<file path="config.mk">
export PLATFORM = sky130hd
export DESIGN_NAME = uart_tx_fd_flat
export DESIGN_NICKNAME = d
export VERILOG_FILES = /design/src/rtl/uart_pkg.sv /design/src/rtl/uart_tx_fd_if.sv /design/src/rtl/uart_baud_tick.sv /design/src/rtl/uart_tx_fd.sv /design/src/flat_wrapper.sv
export SDC_FILE = /design/constraint.sdc
export NUM_CORES = 1
export LEC_CHECK = 0
export CORE_UTILIZATION = 60
export CTS_BUF_LIST = sky130_fd_sc_hd__clkbuf_4 sky130_fd_sc_hd__clkbuf_8
export DETAILED_ROUTE_END_ITERATION = 8
export PLACE_DENSITY = 0.86
export SYNTH_ARGS = -nofsm -noshare
export SYNTH_HDL_FRONTEND = slang
export SYNTH_SLANG_ARGS = --single-unit
</file>
<file path="constraint.sdc">
create_clock -name clk -period 2.9 [get_ports clk]
set_clock_uncertainty 0.1 [all_clocks]
set_input_delay 0.725 -clock clk [delete_from_list [all_inputs] [get_ports clk]]
set_output_delay 0.725 -clock clk [all_outputs]
set_load 0.05 [all_outputs]
</file>
<file path="src/rtl/uart_pkg.sv">
// Shared UART definitions: FSM state encoding, line levels and the frame width helper.
package uart_pkg;

  typedef logic [1:0] state_t;

  localparam state_t IDLE     = 2'd0;
  localparam state_t LOADED   = 2'd1;
  localparam state_t SENDING  = 2'd2;
  localparam state_t FINISHED = 2'd3;

  localparam logic LINE_IDLE = 1'b1;
  localparam logic START_BIT = 1'b0;
  localparam logic STOP_BIT  = 1'b1;

  function automatic int frame_width(input int data_w, input bit parity);
    return data_w + (parity ? 3 : 2);
  endfunction

endpackage

</file>
<file path="src/rtl/uart_tx_fd_if.sv">
// Control/status bundle between the tx_uc control unit (master) and the uart_tx_fd datapath (slave).
interface uart_tx_fd_if #(
  parameter int DATA_W = 8
);
  logic              reset_fd;
  logic              load;
  logic              shift_en;
  logic [DATA_W-1:0] data_in;
  logic              tx_serial;
  logic              stop_bit_done;
  logic              busy;

  modport master (
    output reset_fd, load, shift_en, data_in,
    input  tx_serial, stop_bit_done, busy
  );

  modport slave (
    input  reset_fd, load, shift_en, data_in,
    output tx_serial, stop_bit_done, busy
  );
endinterface

</file>
<file path="src/rtl/uart_baud_tick.sv">
// Baud counter: counts 0..CLKS_PER_BIT-1 while enabled, pulses tick on the terminal count.
module uart_baud_tick #(
  parameter int CLKS_PER_BIT = 16
) (
  input  logic clk,
  input  logic rst,
  input  logic clear,
  input  logic en,
  output logic tick
);
  localparam int CNT_W = $clog2(CLKS_PER_BIT);
  localparam logic [CNT_W-1:0] TERM = CNT_W'(CLKS_PER_BIT - 1);

  logic [CNT_W-1:0] cnt;

  assign tick = en & ~clear & (cnt == TERM);

  always_ff @(posedge clk or posedge rst) begin
    if (rst) begin
      cnt <= '0;
    end else if (clear) begin
      cnt <= '0;
    end else if (en) begin
      cnt <= (cnt == TERM) ? '0 : cnt + 1'b1;
    end
  end
endmodule

</file>
<file path="src/rtl/uart_tx_fd.sv">
// UART transmit datapath: serialises start, DATA_W data bits LSB-first, optional parity and stop.
// Even parity is inserted when UART_TX_PARITY_EN is defined.
//
//  state    | meaning
//  IDLE     | nothing loaded, line idle
//  LOADED   | frame captured, waiting for shift_en
//  SENDING  | frame bits on the line
//  FINISHED | stop bit elapsed, waiting for next load
module uart_tx_fd
  import uart_pkg::*;
#(
  parameter int CLKS_PER_BIT = 16,
  parameter int DATA_W       = 8
) (
  input logic         clk,
  input logic         rst,
  uart_tx_fd_if.slave bus
);
`ifdef UART_TX_PARITY_EN
  localparam bit PARITY_EN = 1'b1;
`else
  localparam bit PARITY_EN = 1'b0;
`endif

  localparam int FRAME_W = frame_width(DATA_W, PARITY_EN);
  localparam int BIT_W   = $clog2(FRAME_W + 1);
  localparam logic [BIT_W-1:0] LAST_BIT = BIT_W'(FRAME_W - 1);

  state_t             state;
  logic [FRAME_W-1:0] frame;
  logic [FRAME_W-1:0] frame_init;
  logic [BIT_W-1:0]   bit_cnt;
  logic               stop_done;
  logic               tick;
  logic               baud_clear;
  logic               baud_en;

  always_comb begin
`ifdef UART_TX_PARITY_EN
    frame_init = {STOP_BIT, ^bus.data_in, bus.data_in, START_BIT};
`else
    frame_init = {STOP_BIT, bus.data_in, START_BIT};
`endif
  end

  assign baud_clear = bus.reset_fd | bus.load;
  assign baud_en    = (state == SENDING) & bus.shift_en;

  uart_baud_tick #(
    .CLKS_PER_BIT(CLKS_PER_BIT)
  ) u_baud_tick (
    .clk  (clk),
    .rst  (rst),
    .clear(baud_clear),
    .en   (baud_en),
    .tick (tick)
  );

  always_ff @(posedge clk or posedge rst) begin
    if (rst) begin
      state     <= IDLE;
      frame     <= '0;
      bit_cnt   <= '0;
      stop_done <= 1'b0;
    end else begin
      stop_done <= 1'b0;
      if (bus.reset_fd) begin
        state   <= IDLE;
        frame   <= '0;
        bit_cnt <= '0;
      end else if (bus.load) begin
        state   <= LOADED;
        frame   <= frame_init;
        bit_cnt <= '0;
      end else begin
        case (state)
          LOADED: begin
            if (bus.shift_en) state <= SENDING;
          end
          SENDING: begin
            if (tick) begin
              frame   <= {STOP_BIT, frame[FRAME_W-1:1]};
              bit_cnt <= bit_cnt + 1'b1;
              // bit_cnt parks at FRAME_W; FINISHED never ticks so it cannot wrap
              if (bit_cnt == LAST_BIT) begin
                state     <= FINISHED;
                stop_done <= 1'b1;
              end
            end
          end
          default: ;
        endcase
      end
    end
  end

  assign bus.tx_serial     = (state == SENDING) ? frame[0] : LINE_IDLE;
  assign bus.busy          = (state == LOADED) || (state == SENDING);
  assign bus.stop_bit_done = stop_done;
endmodule

</file>
<file path="src/flat_wrapper.sv">
// flat-port wrapper written by rule: the top's interface ports become plain ports
module uart_tx_fd_flat import uart_pkg::*;
#(
  parameter int CLKS_PER_BIT = 16,
  parameter int DATA_W       = 8
)
  (clk, rst, bus_reset_fd, bus_load, bus_shift_en, bus_data_in, bus_tx_serial, bus_stop_bit_done, bus_busy);
  uart_tx_fd_if #(.DATA_W(DATA_W)) bus_i ();
  input logic clk;
  input logic rst;
  input wire logic [$bits(bus_i.reset_fd)-1:0] bus_reset_fd;
  input wire logic [$bits(bus_i.load)-1:0] bus_load;
  input wire logic [$bits(bus_i.shift_en)-1:0] bus_shift_en;
  input wire logic [$bits(bus_i.data_in)-1:0] bus_data_in;
  output wire logic [$bits(bus_i.tx_serial)-1:0] bus_tx_serial;
  output wire logic [$bits(bus_i.stop_bit_done)-1:0] bus_stop_bit_done;
  output wire logic [$bits(bus_i.busy)-1:0] bus_busy;
  assign bus_i.reset_fd = bus_reset_fd;
  assign bus_i.load = bus_load;
  assign bus_i.shift_en = bus_shift_en;
  assign bus_i.data_in = bus_data_in;
  assign bus_tx_serial = bus_i.tx_serial;
  assign bus_stop_bit_done = bus_i.stop_bit_done;
  assign bus_busy = bus_i.busy;
  uart_tx_fd #(.CLKS_PER_BIT(CLKS_PER_BIT), .DATA_W(DATA_W)) u_core (.clk(clk), .rst(rst), .bus(bus_i));
endmodule
</file>
After elaboration in Yosys (flattened, before gate mapping)
Index checks and enable logic that the tools add are counted.
- reductions and logical operators: 7
- bitwise operators: 5
- multiplexer cells: 23
- add/sub/neg operators: 2
- equality and inequality tests: 7
- operators with widths (operator ; count):
    $mux W10 ; 4
    $mux W4 ; 7
    $mux W2 ; 5
    $add A4 B1 Y4 const B ; 2
    $eq A4 B4 Y1 const B ; 2
    $ne A4 B3 Y1 const B ; 2
    $mux W1 ; 6
    $reduce_bool A3 Y1 ; 2
    $ne A4 B4 Y1 const B ; 1
    $pmux W2 S2 ; 1
    $reduce_and A4 Y1 ; 1
    $reduce_bool A4 Y1 ; 1
    $and A1 B1 Y1 ; 3
    $eq A2 B1 Y1 const B ; 1
    $eq A2 B2 Y1 const B ; 1
    $reduce_and A2 Y1 ; 1
    $reduce_bool A2 Y1 ; 1
    $logic_or A1 B1 Y1 ; 1
    $not A1 Y1 ; 1
    $or A1 B1 Y1 ; 1
- register bits: 21
- output and inout port bits: 3
- logic and storage cells: 49
- input bits: 13

Logic depth before layout (Yosys ltp)
- depth after elaboration: 8
- gate-level depth with buffers: 7

Hierarchy
Synthesis repeated with hierarchy kept, for this count alone.
- cells, all modules: 121
- area, all modules: 1159.9 µm²
- modules (own cells, without submodules) (module ; cells each ; times used ; area an instance (µm²)):
    uart_tx_fd ; 98 ; 1 ; 947.2
    uart_baud_tick ; 23 ; 1 ; 212.7

Least setup slack after synthesis
Ideal clock, no wire load.
- path type: register to output
- start point: register u_core.state[0]
- end point: output bus_tx_serial
- stages on the path, launching flop included: 4
- data arrival time: 1.126 ns
- path slack: 0.949 ns
- buffers on the path: 0
- required time: 2.075 ns
- path through: dfrtp_1 > inv_1 > ha_1 > or2b_1
- cells in the longest elaborated chain, start to end: 2
- RTL lines (element ; line ; text):
    start: declaration ; uart_tx_fd.sv:29 ; state_t state;
    start signal: assignment ; uart_tx_fd.sv:61 ; state <= IDLE;
    start signal: assignment ; uart_tx_fd.sv:68 ; state <= IDLE;
    start signal: assignment ; uart_tx_fd.sv:72 ; state <= LOADED;
    $eq A2 B2 Y1 ; uart_tx_fd.sv:97 ; assign bus.tx_serial = (state == SENDING) ? frame[0] : LINE_IDLE;
    $mux W1 ; uart_tx_fd.sv:97 ;
    end: declaration ; flat_wrapper.sv:15 ; output wire logic [$bits(bus_i.tx_serial)-1:0] bus_tx_serial;
No other way between the ends.

Final worst setup path
- start point: register u_core.state[0]
- end point: output bus_busy
- cells in the longest elaborated chain, start to end: 2
- RTL lines (element ; line ; text):
    $eq A2 B1 Y1 / $eq A2 B2 Y1 (equally long branches) ; uart_tx_fd.sv:98 ; assign bus.busy = (state == LOADED) || (state == SENDING);
    $logic_or A1 B1 Y1 (*) ; uart_tx_fd.sv:98 ;
    end: declaration ; flat_wrapper.sv:17 ; output wire logic [$bits(bus_i.busy)-1:0] bus_busy;
Every way passes the cells marked *; elsewhere a longest branch is shown, timed or not.

==> qor.yml <==
status:
  status: "finished clean"
synthesis:
  synth-edff-count: 0
  netlist.area_leader.share_pct: 45.6
  yosysMostFrequentCell: "nor2_1"
  yosys_warnings: 0
  ys_top_cells_by_count: "nor2_1, dfrtp_1, nor3_1, a2111oi_2, inv_1"
  async_reset_ff_share_pct: 100
  synthFlopType: "dfrtp_1"
  syn_area_per_cell_sq_um: 9.94
  synth-seq-cells: 21
  synthTopCellsByArea: "dfrtp_1, a2111oi_2, nor2_1, ha_1, nor3_1"
  synth_top_cell_by_area: "dfrtp_1"
  yosys.area_share.xor_xnor_pct: 3.04
  synth-simple-area-share_pct: 23.0
  synth-compound-area-share_pct: 15.2
  muxShareOfSynthArea_pct: 1.74
  netlist_area_sq_mm: 0.00115
  yosys.area_share.adder_pct: 5.42
  seq_area_frac_synth_pct: 45.6
  synth_top_family_by_area: "simple AND/OR/NAND/NOR gates"
  syn-instance-count: 116
  synth_nets: 134
  synth_cell_type_count: 28
die:
  core_sq_mm: 0.00176
  die_h_microns: 45.9
  start_util_pct: 65.4
  dieArea_sq_mm: 0.00210
  rows: 15
  ios: 16
  die_x_microns: 45.9
power:
  power_density_mw_per_mm2: 396
  max-vdd-ir-drop_mv: 0.343
  p_leak_uw: 0.000569
  power_uw: 539
layout:
  nFillCells: 125
  syn_to_final_growth_pct: 17.8
  final_nets: 152
  seqCellArea_sq_um: 526
  drive_above_1_share_pct: 15.0
  antennaDiodeCount: 0
  design_area_sq_mm: 0.00136
  multiInputGateArea_sq_um: 558
global_route:
  grt_pass1_vias: 848
  grt-ovfl-total: 0
  grt_usage_pct: 23.4
  grt_pass1_wl_microns: 3480
  grt_max_degree: 22
  antenna_found_initial: 0
route:
  postRouteAntennaNets: 0
  drt-pass1-iter-count: 5
  routedWlPerCell_microns: 12.7
  wl_microns: 2000
  via_count: 873
  drc: 0
  drt_iter0_drc: 7
  vias_per_cell: 5.53
placed_design:
  placed_cell_area_sq_mm: 0.00133
  portBuffers: 15
  gp_congestion: 0.773
  dp_slack_ns: 0.385
  hpwlAfterDp_microns: 1510
sta:
  final_hold_viol_count: 0
  tightest_slew_ns: 0.790
  fmax_mhz: 363
  slew_viol_final: 0
  setup_violations: 0
  finalCriticalPeriod_ns: 2.75
  rsz0062_at_grt: "false"
  finalWorstSetupSlack_ns: 0.147
  tns_ns: 0
  relSlewSlack_pct: 47.3
  period_share_pct: 94.9
  holdWs_ns: 0.446
setup_path:
  start_kind: "flip-flop"
  crit_chain: "inv_1 > ha_1 > inv_1 > clkdlybuf4s50_1"
  critical_path_required_ns: 2.08
  endpoint_kind: "primary output"
  cp_data_arrival_time_ns: 1.93
  crit_top_cell: "inv_1"
  crit_slowest_cell: "clkdlybuf4s50_1"
  critPathKind: "flip-flop to primary output"
  crit_path_max_fanout: 4
  cpPeakStageDelay_ns: 0.79
clocking:
  cts-root-buf: "clkbuf_4"
  clkTransAtPathRegs_ns: 0.11
  tritoncts: "yes"
  h-tree-depth: 1
  cts_num_sinks: 21
  cts_buffers: 3
  clock_path_buffers: 2
  clk_latency_ns: 0.31
hold_path:
  min_path_type: "flip-flop to flip-flop"
job:
  drv_cap: 0
==> worst max-delay path, delay by kind of cell, from the launching register on <==
kind	cells	cell delay, ns
adders and majority gates	1	0.30
buffers and inverters	3	0.91
DFF	1	0.41
==> power breakdown <==
| group | internal [uW] | switching (uW) | total [uW] | leakage (uW) |
|---|---|---|---|---|
| Combinational | 38.1 | 48.9 | 87.0 | 0.000269 |
| Clock | 51.6 | 91.2 | 143 | 0.0000177 |
| Sequential | 303 | 6.15 | 309 | 0.000283 |
==> sequential cells by signal (all words and copies together) (netlist names) <==
name / flops
u_core.bit_cnt: 4
u_core.bus.stop_bit_done: 1
u_core.frame: 10
u_core.state: 2
u_core.u_baud_tick.cnt: 4
==> layout by cell type, fill, tap and decap left out <==
cell and n:
buf_4 4, clkdlybuf4s50_1 14, nor2_1 25, or2b_1 1, o21ai_0 2, nand3_1 3
xor2_1 1, clkinv_1 1, dfrtp_1 21, a2111oi_2 8, nand3b_1 1, nor2_4 1
ha_1 5, or2_1 1, mux2i_1 2, nor3_1 12, a21oi_1 6, nand2_1 2
inv_1 8, dlymetal6s2s_1 1, nor3b_1 1, xnor2_1 3, a211oi_1 2, nand2_4 1
nand3_2 1, nor4_4 1, clkinv_2 1, clkbuf_4 3, and3_1 1
==> cells by family after synthesis <==
family | Yosys count
muxes | 2
adders and majority gates | 5
AOI/OAI and AO/OA | 18
and+or+nand+nor | 51
DFF | 21
buffers and inverters | 15
xor gates and xnor gates | 4
==> path summary, 6_finish.rpt <==
check / start / cells past startpoint / endpoint / slack [ns]
hold / removal: u_core.frame[9] / 2 / u_core.frame[9] / 0.45
hold reg to reg: u_core.frame[9] / 2 / u_core.frame[9] / 0.45
setup reg to reg: u_core.state[0] / 6 / u_core.frame[8] / 0.92
max in group asynchronous: rst / 2 / u_core.state[1] / 1.46
min in group asynchronous: rst / 2 / u_core.frame[2] / 0.75
setup / recovery: u_core.state[0] / 4 / bus_busy / 0.15
==> final cells by class <==
type                       count  share of cell area (%)
inverter                       9                    2.49
timing repair buffer          19                    13.4
tap                           25                    2.30
sequential                    21                    38.7
clock inverter                 1                   0.368
clock buffer                   3                    1.66
multi-input combinational     80                    41.1
==> metal layers <==
layer / share of wire [%] / global-route usage [%] / vias up
met1: 43 / 26.8 / 415
met4: 2.6 / 11.8 / 0
met2: 52 / 41.4 / 14
met3: 2.4 / 3.97 / 7
li1: - / - / 437
met5: 0 / 0 / -
==> timing repair <==
item                                    4_1_cts  5_1_grt
hold buffers                                  0        0
resized for setup                             0        1
setup buffers                                 0        0
endpoints found under the setup margin        0        1
==> per-stage QoR <==
stage               utilization (%)  cells
detailed placement             75.3    154
CTS                            76.9    158
global route                   77.0    158
finish                         77.0    158
global placement               75.3    154
floorplan                         -    116
(Power assumes the default switching activity.)
==> RTL change: new RTL, same settings <==
`DATA_W` is set to 8 in 3 places; all go to 16.
--- a/src/rtl/uart_tx_fd_if.sv
+++ b/src/rtl/uart_tx_fd_if.sv
@@ -1,6 +1,6 @@
 // Control/status bundle between the tx_uc control unit (master) and the uart_tx_fd datapath (slave).
 interface uart_tx_fd_if #(
-  parameter int DATA_W = 8
+  parameter int DATA_W = 16
 );
   logic              reset_fd;
   logic              load;
--- a/src/rtl/uart_tx_fd.sv
+++ b/src/rtl/uart_tx_fd.sv
@@ -10,7 +10,7 @@
   import uart_pkg::*;
 #(
   parameter int CLKS_PER_BIT = 16,
-  parameter int DATA_W       = 8
+  parameter int DATA_W       = 16
 ) (
   input logic         clk,
   input logic         rst,
--- a/src/flat_wrapper.sv
+++ b/src/flat_wrapper.sv
@@ -2,7 +2,7 @@
 module uart_tx_fd_flat import uart_pkg::*;
 #(
   parameter int CLKS_PER_BIT = 16,
-  parameter int DATA_W       = 8
+  parameter int DATA_W       = 16
 )
   (clk, rst, bus_reset_fd, bus_load, bus_shift_en, bus_data_in, bus_tx_serial, bus_stop_bit_done, bus_busy);
   uart_tx_fd_if #(.DATA_W(DATA_W)) bus_i ();
Ports: changed (resized bus_data_in); port bits go from 16 to 24. No check against the original RTL was run, so the function may have changed too.
==> RTL change against the unedited design <==
Design area grew 40%; sequential power grew 44%; worst setup slack improved by 0.014 ns; power up 54%; synthesized area increased by 43%; sequential cell count rose by 9; routed wire length rose by 62%; clock power up 89%; largest cell class unchanged; largest power group unchanged; highest routed layer unchanged.
==> RTL change: results (changes against the unedited design) <==
[synthesis]
syn_inst = 173  ; +49%
syn_nets = 199  ; +49%
synth.area.top_cells = dfrtp_1, a211oi_1, and3_1, nor3_1, nor2b_1
yosysUniqueCellTypes = 26  ; -7.1%

[layout]
fillers = 190  ; +52%
nNetsFinal = 219  ; +44%
top_regs = u_core.frame: 18 flops, u_core.bit_cnt: 5 flops, u_core.u_baud_tick.cnt: 4 flops

[grt]
grt_max_degree = 35  ; +59%
grt_first_pass_wirelength_mm = 5.49  ; +57%
grt.total_usage_pct = 26.4  ; +2.9 points

[critical_path]
worstRegToRegCells = 7  ; +1
r2r-end = u_core.frame[9]$_DFFE_PP0P_
cp-endpoint = bus_tx_serial
cp_max_fo = 5  ; +1

[clock_tree]
cts.htree.levels = 2  ; +1
clock_latency_ns = 0.33  ; +0.02 ns

[timing]
worst_pin_slew_ns = 0.499  ; -0.290 ns
fin_crit_ns = 2.74  ; -0.0140 ns

[placement]
place_ws_ns = 0.420  ; +0.0349 ns
placed_cell_area_mm2 = 0.00184  ; +39%
gp_congestion = 0.728  ; -5.9%
place_hpwl_mm = 2.07  ; +37%

[drt]
wire_per_inst_um = 14.5  ; +15%
dr.pass1.iters = 4  ; -1
first_iter_violations = 26  ; +19
vias_per_cell = 5.81  ; +5.1%
drt-total-wl_mm = 3.25  ; +62%

[pwr]
peakVddDrop_mv = 0.342  ; -0.34%
p_int_mw = 0.617  ; +57%
p_leak_nw = 0.902  ; +58%

[hold_path]
hold_start = u_core.frame[0]$_DFFE_PP0P_
min_to = u_core.frame[0]$_DFFE_PP0P_

[status]
status = finished, final reports clean

## RTL change: cell types whose count changed after synthesis, sizes merged, moves of 4 or more
cell | unedited run | this run
nand2 | 3 | 8
xor2 | 1 | 5
nor2 | 26 | 10
buf | 4 | 11
dfrtp | 21 | 30
a211oi | 2 | 16
and3 | 1 | 18
nor3 | 12 | 22
nor2b | 0 | 17
a2111oi | 8 | 0
## RTL change: worst register-to-register path: stages (launching register included)
cell and delay [ns]:
dfrtp_1 0.41, inv_1 0.08, ha_1 0.24, and2_1 0.35, buf_4 0.28, and3_1 0.21, a211oi_1 0.06, nor3_1 0.18
## RTL change: power by group through the flow
stage / clock network [mW] / registers [mW] / logic [mW]
6_report: 0.270 / 0.445 / 0.112
5_1_grt: 0.294 / 0.447 / 0.126
4_1_cts: 0.276 / 0.444 / 0.113
3_5_place_dp: 0 / 0.453 / 0.112
3_3_place_gp: 0 / 0.452 / 0.110
2_1_floorplan: 0 / 0.450 / 0.0693
## RTL change: layer usage
metal	global-route usage, %	part of all wire (%)	vias to the layer above
li1	-	-	646
met1	30.5	47	622
met2	45.5	48	24
met3	8.61	3.3	9
met4	8.97	1.8	0
met5	0	0	-
## RTL change: cell families after synthesis
| family | after synthesis | synth area share, % |
|---|---|---|
| fa+ha+maj | 5 | 3.80 |
| flops | 30 | 45.6 |
| simple gates | 86 | 28.7 |
| xor+xnor | 5 | 2.66 |
| compound gates | 26 | 11.1 |
| buf+inv | 21 | 8.06 |
## RTL change: repair_timing
item,4_1_cts,5_1_grt
setup endpoints to repair,0,1
buffers inserted,0,0
gates resized for setup,0,1
## RTL change: cell type report
class	count	area share, %
Clock inverter	1	0.262
Tap cell	30	1.97
Sequential cell	30	39.4
Multi-Input combinational cell	122	40.0
Clock buffer	7	3.08
Timing Repair Buffer	28	14.2
Inverter	6	1.18
